**config.mk**
```make
export PLATFORM = sky130hd
export DESIGN_NAME = flash_burst_arbiter
export DESIGN_NICKNAME = d
export VERILOG_FILES = /design/src/rtl/flash_burst_arbiter.sv
export SDC_FILE = /design/constraint.sdc
export NUM_CORES = 1
export LEC_CHECK = 0
export ABC_CLOCK_PERIOD_IN_PS = 4800
export BUFFER_PORTS_ARGS = -buffer_cell sky130_fd_sc_hd__buf_2
export CORE_MARGIN = 10
export CORE_UTILIZATION = 50
export DETAILED_ROUTE_END_ITERATION = 8
export GPL_ROUTABILITY_DRIVEN = 0
export GPL_TIMING_DRIVEN = 0
export PLACE_DENSITY = 0.8
export SETUP_SLACK_MARGIN = 0.05
export SYNTH_ARGS = -nofsm -noshare
export SYNTH_HDL_FRONTEND = slang
export SYNTH_SLANG_ARGS = --single-unit
```
**constraint.sdc**
```tcl
create_clock -name clk_i -period 4.8 [get_ports clk_i]
set_input_delay 0.96 -clock clk_i [delete_from_list [all_inputs] [get_ports clk_i]]
set_output_delay 0.96 -clock clk_i [all_outputs]
set_load 0.01 [all_outputs]
```
**src/rtl/flash_burst_arbiter.sv**
```systemverilog
// flash_burst_arbiter: round-robin arbiter turning two burst read requests into byte reads on a flash port
//   clk_i, rst_i             : clock, synchronous active-high reset
//   reqN_valid_i/addr_i/len_i : burst request (len = byte count - 1), held until reqN_ready_o
//   reqN_ready_o             : accept pulse
//   reqN_rvalid_o/rdata_o    : returned byte strobe and data
//   reqN_done_o              : pulse alongside the last byte of a burst
//   mem_valid_o/addr_o       : byte read request to the flash interface
//   mem_ready_i/rdata_i      : byte completion pulse and data
//   busy_o, grant_o          : burst in progress, owner of the current burst
module flash_burst_arbiter #(
    parameter int LEN_W = 8
) (
    input  logic             clk_i,
    input  logic             rst_i,
    input  logic             req0_valid_i,
    input  logic [23:0]      req0_addr_i,
    input  logic [LEN_W-1:0] req0_len_i,
    output logic             req0_ready_o,
    output logic             req0_rvalid_o,
    output logic [7:0]       req0_rdata_o,
    output logic             req0_done_o,
    input  logic             req1_valid_i,
    input  logic [23:0]      req1_addr_i,
    input  logic [LEN_W-1:0] req1_len_i,
    output logic             req1_ready_o,
    output logic             req1_rvalid_o,
    output logic [7:0]       req1_rdata_o,
    output logic             req1_done_o,
    output logic             mem_valid_o,
    output logic [23:0]      mem_addr_o,
    input  logic             mem_ready_i,
    input  logic [7:0]       mem_rdata_i,
    output logic             busy_o,
    output logic             grant_o
);
    localparam logic [1:0] IDLE = 2'd0, READ = 2'd1, STEP = 2'd2;
    logic [1:0]       state;
    logic [LEN_W-1:0] remaining;
    logic             last;
    logic             sel;
    // On a tie the requester that did not own the last completed burst wins
    always_comb sel = (req0_valid_i && req1_valid_i) ? ~last : req1_valid_i;
    // mem_addr_o doubles as the running burst address
    always_ff @(posedge clk_i) begin
        if (rst_i) begin
            state         <= IDLE;
            remaining     <= '0;
            last          <= 1'b1;
            grant_o       <= 1'b0;
            busy_o        <= 1'b0;
            mem_valid_o   <= 1'b0;
            mem_addr_o    <= '0;
            req0_ready_o  <= 1'b0;
            req0_rvalid_o <= 1'b0;
            req0_rdata_o  <= '0;
            req0_done_o   <= 1'b0;
            req1_ready_o  <= 1'b0;
            req1_rvalid_o <= 1'b0;
            req1_rdata_o  <= '0;
            req1_done_o   <= 1'b0;
        end else begin
            req0_ready_o  <= 1'b0;
            req0_rvalid_o <= 1'b0;
            req0_done_o   <= 1'b0;
            req1_ready_o  <= 1'b0;
            req1_rvalid_o <= 1'b0;
            req1_done_o   <= 1'b0;
            case (state)
                IDLE: if (req0_valid_i || req1_valid_i) begin
                    grant_o      <= sel;
                    req0_ready_o <= ~sel;
                    req1_ready_o <= sel;
                    mem_addr_o   <= sel ? req1_addr_i : req0_addr_i;
                    remaining    <= sel ? req1_len_i : req0_len_i;
                    mem_valid_o  <= 1'b1;
                    busy_o       <= 1'b1;
                    state        <= READ;
                end
                READ: if (mem_ready_i) begin
                    mem_valid_o <= 1'b0;
                    if (grant_o) begin
                        req1_rvalid_o <= 1'b1;
                        req1_rdata_o  <= mem_rdata_i;
                    end else begin
                        req0_rvalid_o <= 1'b1;
                        req0_rdata_o  <= mem_rdata_i;
                    end
                    if (remaining != '0) begin
                        mem_addr_o <= mem_addr_o + 24'd1;
                        remaining  <= remaining - LEN_W'(1);
                        state      <= STEP;
                    end else begin
                        req0_done_o <= ~grant_o;
                        req1_done_o <= grant_o;
                        last        <= grant_o;
                        busy_o      <= 1'b0;
                        state       <= IDLE;
                    end
                end
                STEP: begin
                    mem_valid_o <= 1'b1;
                    state       <= READ;
                end
                default: begin
                    mem_valid_o <= 1'b0;
                    busy_o      <= 1'b0;
                    state       <= IDLE;
                end
            endcase
        end
    end
endmodule

```
[Word-level counts from Yosys, hierarchy flattened]
Index checks and enable logic that the tools add are counted.
W data, S select, Z words.
Storage, ports and cells
  register bits: 60
  input bits: 77
  output and inout bits: 49
Cells by class
  add/subtract/negate cells: 2
  equality and inequality tests: 6
  muxes and demuxes: 23
  bitwise logic cells: 9
  reduce and logical (&&, ||, !) cells: 15
Operators with widths (count)
  $mux W24: 4
  $pmux W24 S2: 1
  $mux W8: 4
  $add A24 B1 Y24 const B: 1
  $pmux W8 S2: 1
  $not A1 Y1: 9
  $reduce_and A3 Y1: 3
  $ne A2 B2 Y1 const B: 4
  $reduce_and A4 Y1: 2
  $reduce_bool A8 Y1: 1
  $sub A8 B1 Y8 const B: 1
  $mux W1: 7
  $mux W2: 3
  $pmux W1 S3: 2
  $pmux W2 S3: 1
  $reduce_or A3 Y1: 2
  $reduce_and A2 Y1: 2
  $reduce_or A4 Y1: 1
  $eq A2 B1 Y1 const B: 1
  $eq A2 B2 Y1 const B: 1
  $logic_not A2 Y1: 1
  $reduce_bool A2 Y1: 1
  $logic_and A1 B1 Y1: 1
  $logic_or A1 B1 Y1: 1

[Longest topological paths before layout]
  depth after elaboration: 5
  gate-level depth with buffers: 9
  mapped depth without buffers: 7

[Worst setup path before layout]
Ideal clock, no wire load.
  path kind: input-to-reg
  start: in mem_ready_i
  end: reg mem_addr_o[17]
  arrival time: 2310 ps
  path slack: 2422 ps
  stages: 7
  path through: clkbuf_2 nor2b_1 or3_1 buf_6 or3_1 mux2_2 a21oi_2
On the way
  word-level cells in the longest chain between the ends: 2
Ends and longest elaborated chain
  start: declaration: RTL line 31  | input logic mem_ready_i,
  $ne A2 B2 Y1 (no source line)
  $reduce_and A4 Y1 (no source line)
  end signal: assignment: RTL line 73  | mem_addr_o <= sel ? req1_addr_i : req0_addr_i;
  end signal: assignment: RTL line 89  | mem_addr_o <= mem_addr_o + 24'd1;
  end: declaration: RTL line 30  | output logic [23:0] mem_addr_o,
No other way between the ends.
A chain may end at the register's enable or synchronous reset.

[Worst setup path after layout]
  start: in req1_valid_i
  end: reg mem_addr_o[16]
On the way
  word-level cells in the longest chain between the ends: 5
Ends and longest elaborated chain
  start: declaration: RTL line 22  | input logic req1_valid_i,
  $logic_and A1 B1 Y1: RTL line 42  | always_comb sel = (req0_valid_i && req1_valid_i) ? ~last : req1_valid_i;
  $mux W1: RTL line 42
  $mux W24: RTL line 73
  $mux W24: RTL line 69  | IDLE: if (req0_valid_i || req1_valid_i) begin
  $pmux W24 S2: RTL line 68  | case (state)
Parallel ways exist; a longest one is shown, timed or not. The select of a mux whose other input is x is not followed.

==> summary.md <==
| Metric | Value |
|---|---|
| Reg clk slew, reported paths | `0.07 ns` |
| Synth warn | `0` |
| Die ar. | `10400 um2` |
| Area growth syn-to-layout | `27.9%` |
| Hold Buf Count CTS | `0` |
| Synth Flop Type | `dfxtp_1` |
| Worst EP required | `5.05 ns` |
| Initial Utilization | `52.1%` |
| TNS Setup | `0 ns` |
| Layout cells sized above 1 | `26.9%` |
| Routed Antenna Nets | `0` |
| Worst hold slack | `0.452 ns` |
| Max IR drop VDD | `0.212 mV` |
| CP startpoint kind | `input port` |
| Max Cap Viol | `0` |
| Max Slew Vio Count | `0` |
| Design area | `4300 um2` |
| Status | `complete, no violations` |
| RSZ-0062 raised after global routing | `no` |
| Element type at the critical path end | `register` |
| Dpl hpwl | `9.08 mm` |
| H-Tree Depth | `3` |
| Met2 WL post-DR | `6.11 mm` |
| Ys async rst share | `0%` |
| Io pins | `126` |
| DR vias | `4092` |
| Overall power | `1.54 mW` |
| Sequential power share | `38.7%` |
| Switching part of the total | `34.9%` |
| R2R setup slack | `2.50 ns` |
| Min cycle time layout | `2.43 ns` |
| CTS Buf Count | `9` |
| Core area | `6460 um2` |
| Final WL | `12.6 mm` |
| Pwr Density | `357 nW/um2` |
| # DRC | `0` |
| Die Ht | `102 um` |
| Post-synth net total | `540` |
| Worst Path Max Fanout | `10` |
| Largest net degree at the start of global routing | `12` |
| CP startpoint | `req1_valid_i` |
| First-pass GRT wire length | `19.7 mm` |
| # setup viols final | `0` |
| Clk sinks | `59` |
| Logic gate share of total power | `26.7%` |
| Highest Signal Layer | `met4` |
| Vias in the first global route | `3967` |
| Wirelength per Cell | `18.6 um` |
| Share of total power in the clock network | `34.6%` |
| LEAKAGE | `1.92 nW` |
| Post-DP Area | `4080 um2` |
| Final hold violations | `0` |
| Setup repair bufs after CTS | `0` |
| Initial antenna violation count | `0` |
| Wl on met1 | `4.77 mm` |
| Total Routing Usage GR | `23.7%` |
| Core Rows | `29` |
| Area leader, netlist | `dfxtp_1` |
| Critical path arrival | `2.68 ns` |
| R2R Path End | `mem_addr_o[22]` |
| Met3 Wirelength | `1.31 mm` |
| Post-Syn Instances | `460` |
| Seq/Total Area, Yosys | `35.1%` |
| Top-count cell post-synth | `nand2_1` |
| GR Overflow Total | `0` |
| P_sw | `0.536 mW` |
| Antenna diodes | `0` |
| CTS Root Cell | `clkbuf_8` |
| Worst Hold Class | `register to register` |
| Vias/cell | `6.05` |
| R2R depth | `6` |
| Maximum clock rate | `412 MHz` |
| Nets | `674` |
| Fillers | `609` |
| Int Power | `1.00 mW` |
| Number of enable flip-flop cells after synthesis | `0` |
| Worst-case clock skew | `0.00865 ns` |
| Cell Area, Synth | `3360 um2` |
| Top post-synthesis cells by count | `nand2_1 (98), a21oi_1 (60), dfxtp_1 (59)` |
| I/O Buffers | `123` |
| Critical setup path kind | `input port to register` |
| Part of the cycle the worst path needs | `50.6%` |
| 1st-iter DRT viols | `365` |
| Distinct cells, synth | `55` |
| Crit path to | `mem_addr_o[16]` |
| Worst r2r src | `mem_addr_o[0]` |
| CTS tree | `yes` |
| First-pass detailed-route iteration total | `8` |
| DIE WIDTH | `102 um` |
| Yosys reg bits | `59` |
| Slew headroom | `54.3%` |
| Top cells by area, synth | `dfxtp_1 (35%), nand2_1 (11%), a21oi_1 (8.9%)` |
| Share of the synthesized area in the top cell type | `35.1%` |
| Post-CTS sizing | `0` |
| Worst skew pair latency | `0.35 ns` |
| Average size of a mapped cell | `7.31 um2` |
| Clock tree buffer depth | `2` |
| Worst-margin pin slew | `0.686 ns` |
## how the worst min path moves through the flow
stage                           end  depth (start not counted)       startpoint  slack [ns]
floorplan              remaining[7]                          2     remaining[7]        0.45
finish              req1_rdata_o[3]                          2  req1_rdata_o[3]        0.45
global placement    req0_rdata_o[4]                          2  req0_rdata_o[4]        0.44
detailed placement  req1_rdata_o[3]                          2  req1_rdata_o[3]        0.44
global route        req1_rdata_o[3]                          2  req1_rdata_o[3]        0.47
CTS                 req1_rdata_o[3]                          2  req1_rdata_o[3]        0.45
## area by class of cell
cell class / count / area [um2] / share of cell area (%)
Buffer: 32 / 139 / 3.23
Clock buffer: 10 / 138 / 3.20
Clock inverter: 6 / 88.8 / 2.07
Inverter: 7 / 26.3 / 0.611
Multi-Input combinational cell: 362 / 2020 / 46.9
Sequential cell: 59 / 1180 / 27.5
Tap cell: 77 / 96.3 / 2.24
Timing Repair Buffer: 123 / 616 / 14.3
## worst max-delay path, cell delays in order
cell and delay, ns:
buf_2 0.11, a21boi_1 0.46, clkbuf_1 0.57, nand2_1 0.12
nand3_1 0.10, a21oi_1 0.07, nor4_1 0.29
## cell usage in the layout, fill, tap and decap left out, types with 3 or more instances in the layout
cell	Yosys	routed
and4_1	5	5
mux2i_1	11	11
clkbuf_8	0	10
a21oi_1	60	60
buf_2	8	131
nand3_1	22	22
o211ai_1	3	3
o2bb2ai_1	3	3
clkbuf_1	21	21
a2bb2oi_1	5	5
nor2b_1	3	3
dfxtp_1	59	59
nor4_1	4	4
and3_1	5	5
ha_1	3	3
a211oi_1	9	9
and2_1	5	5
nor2_1	29	29
nor3b_1	4	4
mux2_2	3	3
nand4_1	11	11
inv_1	7	7
nor3_1	20	20
o21ai_0	22	22
nand2_1	98	98
a31oi_1	4	4
## kinds of logic (layout without fill, tap and decap cells)
group                    Yosys count  after routing  synth area share, %
AND/OR/NAND/NOR                  220            220                 32.0
AO/OA/AOI/OAI                    125            125                 22.5
flip-flops                        59             59                 35.1
adder cells (fa/ha/maj)            3              3                 1.12
buffers and inverters             39            178                 4.91
multiplexers                      14             14                 4.28
## metrics by stage
stage | setup slack [ns] | util (%) | instances
CTS | 2.40 | 66.6 | 676
global route | 2.27 | 66.6 | 676
detailed placement | 2.06 | 63.1 | 660
finish | 2.37 | 66.6 | 676
floorplan | 2.42 | - | 460
global placement | 2.05 | 63.1 | 660
## sequential cells by signal, summed over array words and instances (netlist names)
name	count
mem_valid_o	1
req0_done_o	1
req1_ready_o	1
grant_o	1
req1_done_o	1
last	1
req0_ready_o	1
mem_addr_o	24
req1_rvalid_o	1
req0_rvalid_o	1
remaining	8
state	1
req0_rdata_o	8
busy_o	1
req1_rdata_o	8
## power by group through the flow
stage          clock (mW)  sequential [mW]  combinational [mW]
2_1_floorplan           0            0.607               0.237
3_3_place_gp            0            0.600               0.391
3_5_place_dp            0            0.602               0.399
4_1_cts             0.527            0.591               0.404
5_1_grt             0.545            0.601               0.450
6_report            0.531            0.594               0.410
## routing by layer
metal	global-route usage, %	vias up
met5	0	-
met3	4.93	48
li1	-	1920
met4	14.2	0
met2	38.8	257
met1	28.1	1867
Note: power is estimated with default switching activity, not from simulation.
